===== config.mk =====
export PLATFORM = sky130hd
export DESIGN_NAME = switch_debouncer_flat
export DESIGN_NICKNAME = d
export VERILOG_FILES = /design/src/rtl/switch_debouncer_pkg.sv /design/src/rtl/switch_debouncer_if.sv /design/src/rtl/switch_debouncer_debounce_bit.sv /design/src/rtl/switch_debouncer.sv /design/src/flat_wrapper.sv
export SDC_FILE = /design/constraint.sdc
export NUM_CORES = 1
export LEC_CHECK = 0
export BUFFER_PORTS_ARGS = -buffer_cell sky130_fd_sc_hd__buf_2
export CAP_MARGIN = 40
export CORE_MARGIN = 8
export CORE_UTILIZATION = 55
export DETAILED_ROUTE_END_ITERATION = 7
export PLACE_DENSITY = 0.72
export REMOVE_ABC_BUFFERS = 1
export SYNTH_ARGS = -nofsm -noshare
export SYNTH_HDL_FRONTEND = slang
export SYNTH_SLANG_ARGS = --single-unit

===== constraint.sdc =====
create_clock -name clk -period 1.9 [get_ports clk]
set_clock_uncertainty 0.2 [all_clocks]
set_input_delay 0.19 -clock clk [delete_from_list [all_inputs] [get_ports clk]]
set_output_delay 0.19 -clock clk [all_outputs]
set_load 0.02 [all_outputs]

===== src/rtl/switch_debouncer_pkg.sv =====
// Shared constants and types for the switch debouncer: display clock rate,
// default debounce window and the per-bit filter state encoding.
package switch_debouncer_pkg;

  localparam int CLK_DISP_HZ             = 10_000_000;
  localparam int DEBOUNCE_MS_DEFAULT     = 10;
  localparam int NUM_SWITCHES            = 4;
  localparam int DEBOUNCE_CYCLES_DEFAULT = (CLK_DISP_HZ / 1000) * DEBOUNCE_MS_DEFAULT;

  typedef enum logic {
    ST_IDLE  = 1'b0,
    ST_COUNT = 1'b1
  } db_state_t;

endpackage


===== src/rtl/switch_debouncer_if.sv =====
// Switch bundle between the board pins and the debouncer: raw levels in,
// debounced levels and edge pulses out. Unidirectional, no backpressure.
interface switch_debouncer_if
  import switch_debouncer_pkg::*;
#(
  parameter int WIDTH = NUM_SWITCHES
);

  logic [WIDTH-1:0] sw_raw;
  logic [WIDTH-1:0] sw_stable;
  logic [WIDTH-1:0] sw_rise;
  logic [WIDTH-1:0] sw_fall;
  logic             sw_changed;

  modport master (
    output sw_raw,
    input  sw_stable,
    input  sw_rise,
    input  sw_fall,
    input  sw_changed
  );

  modport slave (
    input  sw_raw,
    output sw_stable,
    output sw_rise,
    output sw_fall,
    output sw_changed
  );

endinterface


===== src/rtl/switch_debouncer_debounce_bit.sv =====
// One switch bit: 2-FF synchroniser, persistence counter, stable level and rise/fall pulses.
// Latency: DEBOUNCE_CYCLES+2 edges from raw change to stable update; no backpressure.
module debounce_bit
  import switch_debouncer_pkg::*;
#(
  parameter int DEBOUNCE_CYCLES = 8
) (
  input  logic clk,
  input  logic rst,
  input  logic raw,
  output logic stable,
  output logic rise,
  output logic fall,
  output logic rise_term,
  output logic fall_term
);

  localparam int              CNT_W    = $clog2(DEBOUNCE_CYCLES);
  localparam logic [CNT_W-1:0] CNT_LAST = CNT_W'(DEBOUNCE_CYCLES - 1);

  logic             s1;
  logic             s2;
  db_state_t        state;
  db_state_t        state_nxt;
  logic [CNT_W-1:0] cnt;
  logic [CNT_W-1:0] cnt_nxt;
  logic             stable_nxt;

  always_ff @(posedge clk) begin
    if (rst) begin
      s1     <= 1'b0;
      s2     <= 1'b0;
      state  <= ST_IDLE;
      cnt    <= '0;
      stable <= 1'b0;
      rise   <= 1'b0;
      fall   <= 1'b0;
    end else begin
      s1     <= raw;
      s2     <= s1;
      state  <= state_nxt;
      cnt    <= cnt_nxt;
      stable <= stable_nxt;
      rise   <= rise_term;
      fall   <= fall_term;
    end
  end

  // The counter stops at CNT_LAST: that is where the transition resolves, so it never wraps.
  always_comb begin
    state_nxt  = state;
    cnt_nxt    = cnt;
    stable_nxt = stable;
    rise_term  = 1'b0;
    fall_term  = 1'b0;
    case (state)
      ST_IDLE: begin
        cnt_nxt = '0;
        if (s2 != stable) begin
          state_nxt = ST_COUNT;
          cnt_nxt   = CNT_W'(1);
        end
      end
      ST_COUNT: begin
        if (s2 == stable) begin
          state_nxt = ST_IDLE;
          cnt_nxt   = '0;
        end else if (cnt == CNT_LAST) begin
          state_nxt  = ST_IDLE;
          cnt_nxt    = '0;
          stable_nxt = s2;
          rise_term  = s2;
          fall_term  = ~s2;
        end else begin
          cnt_nxt = cnt + CNT_W'(1);
        end
      end
      default: begin
        state_nxt = ST_IDLE;
        cnt_nxt   = '0;
      end
    endcase
  end

endmodule


===== src/rtl/switch_debouncer.sv =====
// Debounces WIDTH raw slide switches into stable levels plus aligned rise/fall/changed pulses.
// Latency: DEBOUNCE_CYCLES+2 clk edges per transition; outputs are never stalled.
module switch_debouncer
  import switch_debouncer_pkg::*;
#(
  parameter int WIDTH           = NUM_SWITCHES,
  parameter int DEBOUNCE_CYCLES = DEBOUNCE_CYCLES_DEFAULT
) (
  input logic               clk,
  input logic               rst,
  switch_debouncer_if.slave sw
);

  logic [WIDTH-1:0] stable;
  logic [WIDTH-1:0] rise;
  logic [WIDTH-1:0] fall;
  logic [WIDTH-1:0] rise_term;
  logic [WIDTH-1:0] fall_term;
  logic             changed;

  for (genvar i = 0; i < WIDTH; i++) begin : g_bit
    debounce_bit #(
      .DEBOUNCE_CYCLES(DEBOUNCE_CYCLES)
    ) u_bit (
      .clk       (clk),
      .rst       (rst),
      .raw       (sw.sw_raw[i]),
      .stable    (stable[i]),
      .rise      (rise[i]),
      .fall      (fall[i]),
      .rise_term (rise_term[i]),
      .fall_term (fall_term[i])
    );
  end

  // Built from the unregistered terms so it lands on the same edge as the per-bit pulses.
  always_ff @(posedge clk) begin
    if (rst) begin
      changed <= 1'b0;
    end else begin
      changed <= |(rise_term | fall_term);
    end
  end

  assign sw.sw_stable  = stable;
  assign sw.sw_rise    = rise;
  assign sw.sw_fall    = fall;
  assign sw.sw_changed = changed;

endmodule


===== src/flat_wrapper.sv =====
// flat-port wrapper written by rule: the top's interface ports become plain ports
module switch_debouncer_flat import switch_debouncer_pkg::*;
#(
  parameter int WIDTH           = NUM_SWITCHES,
  parameter int DEBOUNCE_CYCLES = DEBOUNCE_CYCLES_DEFAULT
)
  (clk, rst, sw_sw_raw, sw_sw_stable, sw_sw_rise, sw_sw_fall, sw_sw_changed);
  switch_debouncer_if #(.WIDTH(WIDTH)) sw_i ();
  input logic clk;
  input logic rst;
  input wire logic [$bits(sw_i.sw_raw)-1:0] sw_sw_raw;
  output wire logic [$bits(sw_i.sw_stable)-1:0] sw_sw_stable;
  output wire logic [$bits(sw_i.sw_rise)-1:0] sw_sw_rise;
  output wire logic [$bits(sw_i.sw_fall)-1:0] sw_sw_fall;
  output wire logic [$bits(sw_i.sw_changed)-1:0] sw_sw_changed;
  assign sw_i.sw_raw = sw_sw_raw;
  assign sw_sw_stable = sw_i.sw_stable;
  assign sw_sw_rise = sw_i.sw_rise;
  assign sw_sw_fall = sw_i.sw_fall;
  assign sw_sw_changed = sw_i.sw_changed;
  switch_debouncer #(.WIDTH(WIDTH), .DEBOUNCE_CYCLES(DEBOUNCE_CYCLES)) u_core (.clk(clk), .rst(rst), .sw(sw_i));
endmodule

==> run metrics <==
status finished clean; Final nets 484; multiplexer area fraction after synthesis 0%; TNS Setup 0 ns; Psw about 720 uW; worst vdd ir 764 uV; Sw Share ~20%; CP Capture Type register; Synth Area in Compound Gates around 4.5%; worst skew pair latency between 0.3 and 0.4 ns; via count 3089; ant diodes 0; Post-Place Worst Slack about 0.074 ns; maxcap violations 0; met3 Usage GRT roughly 3.3%; post-synthesis cell type count between 40 and 50; drt total wl 7670 um; DP HPWL between 5000 and 6000 um; synth warn 0; Starting Density between 50% and 60%; Slew Viols, Final 0; power density over the cells between 700 and 800 nW/um^2; CTS tree yes; EDFF count, synth 0; Worst path slowest cell or4b_4; CP cell instances or4b_4 -> nor3_4 -> a21oi_2 -> a41o_2; fillers about 600; DR WL/cell between 10 and 15 um; Hold WC Path Type register to register; final setup violation count 0; cell count after synthesis roughly 450; Final WS setup about 0.052 ns; synthesized-area fraction occupied by adder cells 1.22%; CP arrival 1.90 ns; syn avg cell area approximately 9 um^2; Clock transition at path regs roughly 0.09 ns; final core occ 63.6%; Leak 0.00154 uW; clock network fraction of total power a little over two fifths; #FFs+latches synth 93; Iter 0 DRT Violations 73; critical path peak fanout 6; PortBufs 18; Via density about 5.3; Setup Crit Path Kind register to register; non-filler instance count after layout 578; vias in the first global route between 2k and 3k; busiest layer in global routing met2; register share of total power 55.0%; sequential area share after synthesis between 40% and 50%; initial antenna violation count 0; Synth Area in XOR/XNOR between 10% and 20%; Post-synth ARST share 0%; Area growth, synth to finish 11.9%; Final Hold Viols 0; first-pass GRT wire length roughly 13000 um; GP Congestion between 0.8 and 0.9; RSZ-0062 raised after global routing true; cts bufs inserted 9; Final min period 1.85 ns; largest family of logic cells by synthesized area simple AND/OR/NAND/NOR gates; f_max approximately 540 MHz; DRT antenna net count 0; crit share post-route 97.3%; drt pass-1 iters 4; Root Driver clkbuf_8; Post-Synth Simple-Gate Area between 20 and 30%; TritonCTS Sinks just over 90; CP startpoint kind register; Pint 2860 uW; Die Height approximately 100 um; Die Wd ~100 um; row count 31; GRT met1 Usage approximately 20%; H-tree Lvls 3; mapped cell area 4120 um^2; largest net degree at the start of global routing 17; Top FF cell, synth dfxtp_1; CP required ~2.0 ns; worst slew pin tran about 0.38 ns; Power, Total 3580 uW; global-route usage over all layers 15.5%; slowest cell delay on critical path between 0.5 and 0.6 ns; Ports 19; DRC 0; total gr overflow 0; Comb power frac between 1 and 1.5%; met2 Usage GRT around a quarter; clock buffer depth 2; Relative slew margins between 70% and 80%; die area approximately 11000 um^2; share of layout cells above drive strength 1 between 10% and 20%; Placeable Area a little over 7000 um^2; Cells after DPL about 550
## critical path: cells and delay by family, from the launching register on
family | cells | cell delay, ns
flip-flops | 1 | 0.37
AND/OR/NAND/NOR | 2 | 0.87
AO/OA/AOI/OAI | 2 | 0.32
## cell type report
| class | instances | area [um^2] | share of cell area, % |
|---|---|---|---|
| tap | 99 | 124 | 2.69 |
| sequential | 93 | 1870 | 40.5 |
| multi-input combinational | 316 | 2030 | 44.1 |
| clock buffer | 10 | 128 | 2.77 |
| inverter | 11 | 41.3 | 0.896 |
| timing repair buffer | 43 | 305 | 6.62 |
| clock inverter | 6 | 111 | 2.42 |
## synth_stat cells, drive strengths merged, types with 3 or more instances
library cell | instances | area, um^2
nor4b | 3 | 26.3
and2 | 3 | 18.8
nand2b | 3 | 26.3
xnor2 | 32 | 280
nand3 | 29 | 150
nor2b | 9 | 56.3
nor2 | 67 | 251
a21oi | 11 | 55.1
ha | 4 | 50.1
nand4 | 24 | 156
clkbuf | 3 | 11.3
inv | 10 | 37.5
buf | 27 | 221
xor2 | 27 | 236
and4 | 10 | 87.6
nor3 | 12 | 71.3
nor4bb | 5 | 50.1
nand2 | 21 | 78.8
and3 | 6 | 37.5
o21ai | 6 | 30.0
or3 | 5 | 31.3
dfxtp | 93 | 1860
nor4 | 14 | 87.6
nor3b | 4 | 30.0
## power by group through the flow
| stage | combinational, uW | clock (uW) | sequential (uW) |
|---|---|---|---|
| after global placement | 36.6 | 0 | 2010 |
| after detailed placement | 37.5 | 0 | 2020 |
| final | 48.2 | 1560 | 1970 |
| after CTS | 47.2 | 1590 | 1970 |
| after global routing | 53.8 | 1650 | 1970 |
| after floorplan | 19.3 | 0 | 2010 |
## flip-flops by register name (all words and copies together) (netlist names)
signal,flops
u_core.g_bit.u_bit.stable,4
u_core.g_bit.u_bit.state,4
u_core.sw.sw_changed,1
u_core.g_bit.u_bit.fall,4
u_core.g_bit.u_bit.s2,4
u_core.g_bit.u_bit.s1,4
u_core.g_bit.u_bit.rise,4
u_core.g_bit.u_bit.cnt,68
## cells in the final DEF, fill, tap and decap left out, types with 6 or more instances in the layout
cell type,count
xor2_1,27
nand2_1,21
nor4_1,13
nor3_1,11
and4_1,9
and3_1,6
xnor2_1,32
dlygate4sd3_1,6
buf_2,18
buf_4,18
clkbuf_8,9
nor2_1,67
nor2b_1,9
dfxtp_1,91
a21oi_1,10
nand3_1,28
nand4_1,23
o21ai_0,6
inv_1,10
## timing repair
action / CTS / global route
resized for setup: 0 / 11
hold endpoints to repair: 11 / 0
setup endpoints to repair: 0 / 48
hold buffers: 6 / 0
buffers inserted: 0 / 2
## final timing paths
path	start	cells past startpoint	endpoint	slack [ns]
min	u_core.g_bit[2].u_bit.s1	1	u_core.g_bit[2].u_bit.s2	0.24
min reg2reg	u_core.g_bit[2].u_bit.s1	1	u_core.g_bit[2].u_bit.s2	0.24
max reg2reg	u_core.g_bit[3].u_bit.cnt[5]	4	u_core.g_bit[3].u_bit.stable	0.05
max	u_core.g_bit[3].u_bit.cnt[5]	4	u_core.g_bit[3].u_bit.stable	0.05
## layer usage
layer,wire length [um],vias to the layer above
li1,-,1598
met1,3790,1445
met2,3560,36
met3,218,10
met4,104,0
met5,0,-
## cells by family (layout without fill, tap and decap cells)
logic type	Yosys count	after routing
AO/OA/AOI/OAI	28	29
XOR/XNOR	59	59
adder cells (fa/ha/maj)	4	4
buffers and inverters	41	70
flip-flops	93	93
AND/OR/NAND/NOR	223	224
## metrics by stage
| step | cell area, um^2 | hold WS [ns] |
|---|---|---|
| floorplan | 3880 | 0.0591 |
| global placement | 4240 | 0.198 |
| detailed placement | 4240 | 0.204 |
| CTS | 4540 | 0.245 |
| global route | 4610 | 0.265 |
| finish | 4610 | 0.240 |
Note: power is estimated with default switching activity, not from simulation.
